==> config.mk <==
export PLATFORM = sky130hd
export DESIGN_NAME = multi_clock_divider
export DESIGN_NICKNAME = d
export VERILOG_FILES = /design/src/rtl/clock_divider_pkg.sv /design/src/rtl/clock_divider_channel.sv /design/src/rtl/multi_clock_divider.sv
export SDC_FILE = /design/constraint.sdc
export NUM_CORES = 1
export LEC_CHECK = 0
export BUFFER_PORTS_ARGS = -buffer_cell sky130_fd_sc_hd__buf_2
export CAP_MARGIN = 10
export CELL_PAD_IN_SITES_DETAIL_PLACEMENT = 0
export CELL_PAD_IN_SITES_GLOBAL_PLACEMENT = 2
export CORE_ASPECT_RATIO = 1.75
export CORE_UTILIZATION = 43
export CTS_CLUSTER_SIZE = 16
export DETAILED_ROUTE_END_ITERATION = 8
export PLACE_DENSITY_LB_ADDON = 0.1
export SLEW_MARGIN = 20
export SYNTH_ARGS = -nofsm -noshare
export SYNTH_HDL_FRONTEND = slang
export SYNTH_SLANG_ARGS = --single-unit
==> constraint.sdc <==
create_clock -name i_clk_mhz -period 17.5 [get_ports i_clk_mhz]
set_input_delay 0.875 -clock i_clk_mhz [delete_from_list [all_inputs] [get_ports i_clk_mhz]]
set_output_delay 0.875 -clock i_clk_mhz [all_outputs]
set_load 0.01 [all_outputs]
==> src/rtl/clock_divider_pkg.sv <==
// Shared types and helpers for the multi-channel clock divider.
// Divisor arithmetic is done at 32 bits and narrowed by the caller.
package clock_divider_pkg;

  localparam int unsigned DIV_WIDTH_DEFAULT = 16;
  localparam int unsigned DIV_MIN           = 2;

  typedef logic [DIV_WIDTH_DEFAULT-1:0] div_t;
  typedef logic [31:0]                  div_calc_t;

  function automatic div_calc_t clamp_div(input div_calc_t v);
    return (v < div_calc_t'(DIV_MIN)) ? div_calc_t'(DIV_MIN) : v;
  endfunction

  // ceil(d/2) without needing a wider intermediate
  function automatic div_calc_t half_up(input div_calc_t d);
    return (d >> 1) + div_calc_t'(d[0]);
  endfunction

endpackage

==> src/rtl/clock_divider_channel.sv <==
// One divider channel: counter 0..D-1, low for ceil(D/2) cycles, then high.
// Divisor changes are deferred to the wrap so a period is never cut short.
module clock_divider_channel
  import clock_divider_pkg::*;
#(
  parameter int unsigned par_div_width   = 16,
  parameter int unsigned par_div_default = 1000,
  parameter int unsigned par_rst_cycles  = 1
) (
  input  logic                     i_clk_mhz,
  input  logic                     i_rst_mhz,
  input  logic                     i_sync,
  input  logic [par_div_width-1:0] i_div_value,
  input  logic                     i_div_load,
  output logic                     o_clk_div,
  output logic                     o_ce_rise,
  output logic                     o_rst_div,
  output logic                     o_div_busy
);

  localparam int unsigned RISE_W = $clog2(par_rst_cycles + 2);
  localparam logic [RISE_W-1:0] RISE_TGT = RISE_W'(par_rst_cycles);
  localparam logic [RISE_W-1:0] RISE_ONE = RISE_W'(1);
  localparam logic [par_div_width-1:0] CNT_ONE = par_div_width'(1);
  localparam logic [par_div_width-1:0] DIV_RESET =
    par_div_width'(clamp_div(div_calc_t'(par_div_default)));

  logic [par_div_width-1:0] r_cnt, r_div, r_pend;
  logic                     r_clk, r_ce, r_rst, r_busy;
  logic [RISE_W-1:0]        r_rise;

  logic                     w_wrap, w_clk_nxt, w_ce_nxt;
  logic [par_div_width-1:0] w_cnt_nxt, w_half, w_load_val;

  always_comb begin
    w_wrap     = (r_cnt == r_div - CNT_ONE);
    w_cnt_nxt  = w_wrap ? '0 : r_cnt + CNT_ONE;
    // half of the old divisor is safe here: a wrapped count of 0 is always low
    w_half     = par_div_width'(half_up(div_calc_t'(r_div)));
    w_clk_nxt  = (w_cnt_nxt >= w_half);
    w_ce_nxt   = (w_cnt_nxt == w_half);
    w_load_val = par_div_width'(clamp_div(div_calc_t'(i_div_value)));
  end

  always_ff @(posedge i_clk_mhz or posedge i_rst_mhz) begin
    if (i_rst_mhz) begin
      r_cnt  <= '0;
      r_div  <= DIV_RESET;
      r_pend <= DIV_RESET;
      r_clk  <= 1'b0;
      r_ce   <= 1'b0;
      r_busy <= 1'b0;
      r_rst  <= 1'b1;
      r_rise <= '0;
    end else if (i_sync) begin
      r_cnt  <= '0;
      r_clk  <= 1'b0;
      r_ce   <= 1'b0;
      r_div  <= r_pend;
      r_busy <= 1'b0;
    end else begin
      r_cnt <= w_cnt_nxt;
      r_clk <= w_clk_nxt;
      r_ce  <= w_ce_nxt;
      if (w_wrap) begin
        r_div  <= r_pend;
        r_busy <= 1'b0;
      end
      // a load in the wrap cycle lands after the swap, so it waits a period
      if (i_div_load) begin
        r_pend <= w_load_val;
        r_busy <= 1'b1;
      end
      if (w_ce_nxt && (r_rise < RISE_TGT)) begin
        r_rise <= r_rise + RISE_ONE;
      end
      if (r_clk && !w_clk_nxt && (r_rise == RISE_TGT)) begin
        r_rst <= 1'b0;
      end
    end
  end

  assign o_clk_div  = r_clk;
  assign o_ce_rise  = r_ce;
  assign o_rst_div  = r_rst;
  assign o_div_busy = r_busy;

endmodule

==> src/rtl/multi_clock_divider.sv <==
// Top: packs per-channel ports and fans i_sync out to every channel.
module multi_clock_divider
  import clock_divider_pkg::*;
#(
  parameter int unsigned par_ch_count    = 4,
  parameter int unsigned par_div_width   = DIV_WIDTH_DEFAULT,
  parameter int unsigned par_div_default = 1000,
  parameter int unsigned par_rst_cycles  = 1
) (
  input  logic                                       i_clk_mhz,
  input  logic                                       i_rst_mhz,
  input  logic [par_ch_count-1:0][par_div_width-1:0] i_div_value,
  input  logic [par_ch_count-1:0]                    i_div_load,
  input  logic                                       i_sync,
  output logic [par_ch_count-1:0]                    o_clk_div,
  output logic [par_ch_count-1:0]                    o_ce_rise,
  output logic [par_ch_count-1:0]                    o_rst_div,
  output logic [par_ch_count-1:0]                    o_div_busy
);

  for (genvar k = 0; k < par_ch_count; k++) begin : g_ch
    clock_divider_channel #(
      .par_div_width  (par_div_width),
      .par_div_default(par_div_default),
      .par_rst_cycles (par_rst_cycles)
    ) u_ch (
      .i_clk_mhz  (i_clk_mhz),
      .i_rst_mhz  (i_rst_mhz),
      .i_sync     (i_sync),
      .i_div_value(i_div_value[k]),
      .i_div_load (i_div_load[k]),
      .o_clk_div  (o_clk_div[k]),
      .o_ce_rise  (o_ce_rise[k]),
      .o_rst_div  (o_rst_div[k]),
      .o_div_busy (o_div_busy[k])
    );
  end

endmodule
==> results by group <==
Clock network
  – Resize count post-CTS: 0
  – Skew-Pair Late Insertion Delay: 0.53 ns
  – CTS Sinks: 216
  – H-Tree Depth: 1
  – TritonCTS Buffers: 24
  – Post-CTS Hold Buffers: 0
  – Clock Tree Buf Depth: 3
  – Clock root cell: clkbuf_16
  – CTS tree: done
  – Worst-path clk slew: 0.06 ns
  – Post-CTS Setup Inserts: 0

Setup path
  – CP Launch Point: g_ch[1].u_ch.r_div[2]$_DFFE_PP0P_
  – R2r setup slk: 12.96 ns
  – WS Path Type: register to register
  – Reg2Reg Depth: 13
  – CP Capture Type: register
  – R2R Path Start: g_ch[1].u_ch.r_div[2]$_DFFE_PP0P_
  – CP startpoint kind: register
  – Worst r2r dst: g_ch[1].u_ch.r_rise[1]$_DFFE_PP0P_
  – CP arrival: 4.95 ns
  – CP Data Required Time: 17.90 ns
  – CP max FO: 18

STA
  – Slew Viols, Final: 0
  – Relative max-transition margin: 28.5%
  – Final setup margin: 12.96 ns
  – Slew @ Worst Pin: 1.07 ns
  – F_max: 0.220 GHz
  – Setup TNS: 0 ns
  – Final Hold Fails: 0
  – Finish-stage setup viols: 0
  – RSZ-0062 raised after global routing: false
  – Final min period: 4.54 ns
  – Final period util: 26.0%
  – Clk_skew: 0.0139 ns

Hold path
  – Endpoint, Worst Hold: g_ch[2].u_ch.o_rst_div$_DFFE_PP1P_
  – Hold WC Path Type: register to register
  – Hold Crit Start: g_ch[2].u_ch.o_rst_div$_DFFE_PP1P_
  – Hold Path Cell Cnt: 2

Run status
  – Outcome: finished, violations left
  – Failing checks: DRC

Global route
  – Global Route Usage Sum: 20.9%
  – Antenna violations before repair: 1
  – Number of global-route vias before repair: 10.7k
  – First-pass GRT wire length: 55400 um
  – GRT overflow: 0
  – Largest net degree at the start of global routing: 109

Power and ir drop
  – Power Total: 1.48 mW
  – Leakage: 6.86 nW
  – PwrDens: 96.4 nW/um2
  – Peak VDD IR: 0.0783 mV

Logic synthesis
  – Top area cells in the synthesized netlist: dfrtp_1 (29%), dfstp_2 (9.8%), ha_1 (7.9%)
  – Top-count cell post-synth: nor2_1
  – Share of the synthesized area in the top cell type: 29.4%
  – Unique masters post-synth: 71
  – Synth area leader: dfrtp_1
  – Cell Area, Synth: 13900 um2
  – Synth cell count leaders: nor2_1 (187), dfrtp_1 (164), nand2_1 (123)
  – Mapped Cells: 1463
  – FFs w/ async S/R, synth: 100%
  – Yosys reg bits: 216
  – Synthesis warning total: 0
  – Synth Area per Inst: 9.53 um2
  – Post-synth EDFFs: 0
  – Post-synth top flop: dfrtp_1
  – Post-synthesis sequential area ratio: 39.2%
  – Syn_nets: 1622

Place
  – Routability congestion estimate from global placement: 0.814
  – Buffers added on ports: 86
  – Placed cells: 1859
  – Placement Setup Slack: 12.98 ns
  – Placed cell area: 14500 um2
  – DP HPWL: 25200 um

Detailed routing
  – Final ANT Viol Nets: 0
  – Routed WL per cell: 17.4 um
  – Iter 0 DRT Violations: 376
  – Drc violations: 2
  – Via/cell ratio: 5.39
  – Vias: 10.3k
  – Final wirelength: 33100 um
  – First drt pass iteration count: 7

Final layout
  – NumNets Final: 1648
  – Fraction of layout cells with a size suffix above 1: 18.8%
  – Layout Cells excl Fill: 1903
  – Sequential Area: 5470 um2
  – Multi-input logic area: 7860 um2
  – Filler cells: 3111
  – Final std cell area, no fill: 15300 um2
  – Area Overhead vs Synth: 9.79%
  – ANT cells: 0

Die
  – Die area: 33200 um2
  – Core Footprint: 31700 um2
  – Die Height: 240 um
  – Initial core utilization: 43.9%
  – Io pins: 87
  – DIE WIDTH: 138 um
  – Rows: 86

Flow run
  – Max-cap violation count: 0
[worst max-delay path, cell delays in order (launching register included)]
cell and delay, ns:
dfrtp_1 0.52, or4_4 0.59, or4_1 0.49, a32oi_1 0.18, nand4b_1 0.17, a2111oi_4 0.98, nor2_1 0.14, ha_1 0.35
nand4_1 0.15, nor3_1 0.22, nand2_1 0.07, nor2_1 0.15, nand2_1 0.12, mux2_2 0.28
[where the power goes]
group,switching (mW),internal (mW)
sequential,0.0856,0.567
clock,0.208,0.323
combinational,0.152,0.141
total,0.445,1.03
[placed cells by master, fill, tap and decap left out, drive strengths merged, types with 6 or more instances in the layout]
master,count
nor2,187
nor4,30
nand3,57
and3,34
a31oi,8
nor3,30
mux2i,6
nand4b,6
mux2,103
o31ai,6
clkbuf,34
a21o,17
dfstp,52
or2,12
o21ai,31
and2,6
nor2b,20
nand2b,12
nand4,39
a21oi,25
a211oi,6
buf,94
inv,40
nand2,123
or4,9
xor2,104
xnor2,82
ha,88
dfrtp,164
[per-stage QoR]
stage | hold WS [ns] | utilization (%)
2_1_floorplan | 0.421 | -
3_3_place_gp | 0.445 | 45.6
3_5_place_dp | 0.446 | 45.6
4_1_cts | 0.456 | 48.2
5_1_grt | 0.468 | 48.2
6_report | 0.454 | 48.2
[how the worst max path moves through the flow]
stage	to	cells after the start
finish	g_ch[1].u_ch.r_rise[1]$_DFFE_PP0P_	13
global route	g_ch[1].u_ch.r_rise[1]$_DFFE_PP0P_	13
CTS	g_ch[1].u_ch.r_rise[1]$_DFFE_PP0P_	13
detailed placement	g_ch[3].u_ch.o_rst_div$_DFFE_PP1P_	16
global placement	g_ch[1].u_ch.o_rst_div$_DFFE_PP1P_	14
floorplan	g_ch[0].u_ch.o_ce_rise$_DFF_PP0_	1
[cell families (layout without fill, tap and decap cells)]
| family | after synthesis | in the layout | share of synthesized area (%) |
|---|---|---|---|
| AO/OA/AOI/OAI | 138 | 138 | 6.74 |
| XOR/XNOR | 187 | 187 | 11.9 |
| adder cells (fa/ha/maj) | 88 | 88 | 7.90 |
| buffers and inverters | 133 | 177 | 4.43 |
| flip-flops | 216 | 216 | 39.2 |
| multiplexers | 109 | 109 | 8.75 |
| AND/OR/NAND/NOR | 592 | 592 | 21.1 |
[sequential cells by signal, indices dropped and copies added (netlist names)]
| register | count |
|---|---|
| g_ch.u_ch.r_cnt | 64 |
| g_ch.u_ch.r_div | 64 |
| g_ch.u_ch.r_pend | 64 |
| g_ch.u_ch.r_rise | 8 |
| g_ch.u_ch.o_ce_rise | 4 |
| g_ch.u_ch.o_clk_div | 4 |
| g_ch.u_ch.o_div_busy | 4 |
| g_ch.u_ch.o_rst_div | 4 |
[cell type report]
class,count,share of cell area [%]
multi-input combinational,1114,51.4
sequential,216,35.7
clock buffer,34,4.57
tap,396,3.24
timing repair buffer,94,3.20
inverter,39,1.01
clock inverter,10,0.899
[routing by layer]
metal	track usage, %	up-vias	part of all wire, %
li1	-	5117	-
met1	22.9	4952	39
met2	41.6	135	56
met3	2.11	51	2.5
met4	6.47	0	2.4
met5	0	-	0
(Power assumes the default switching activity.)
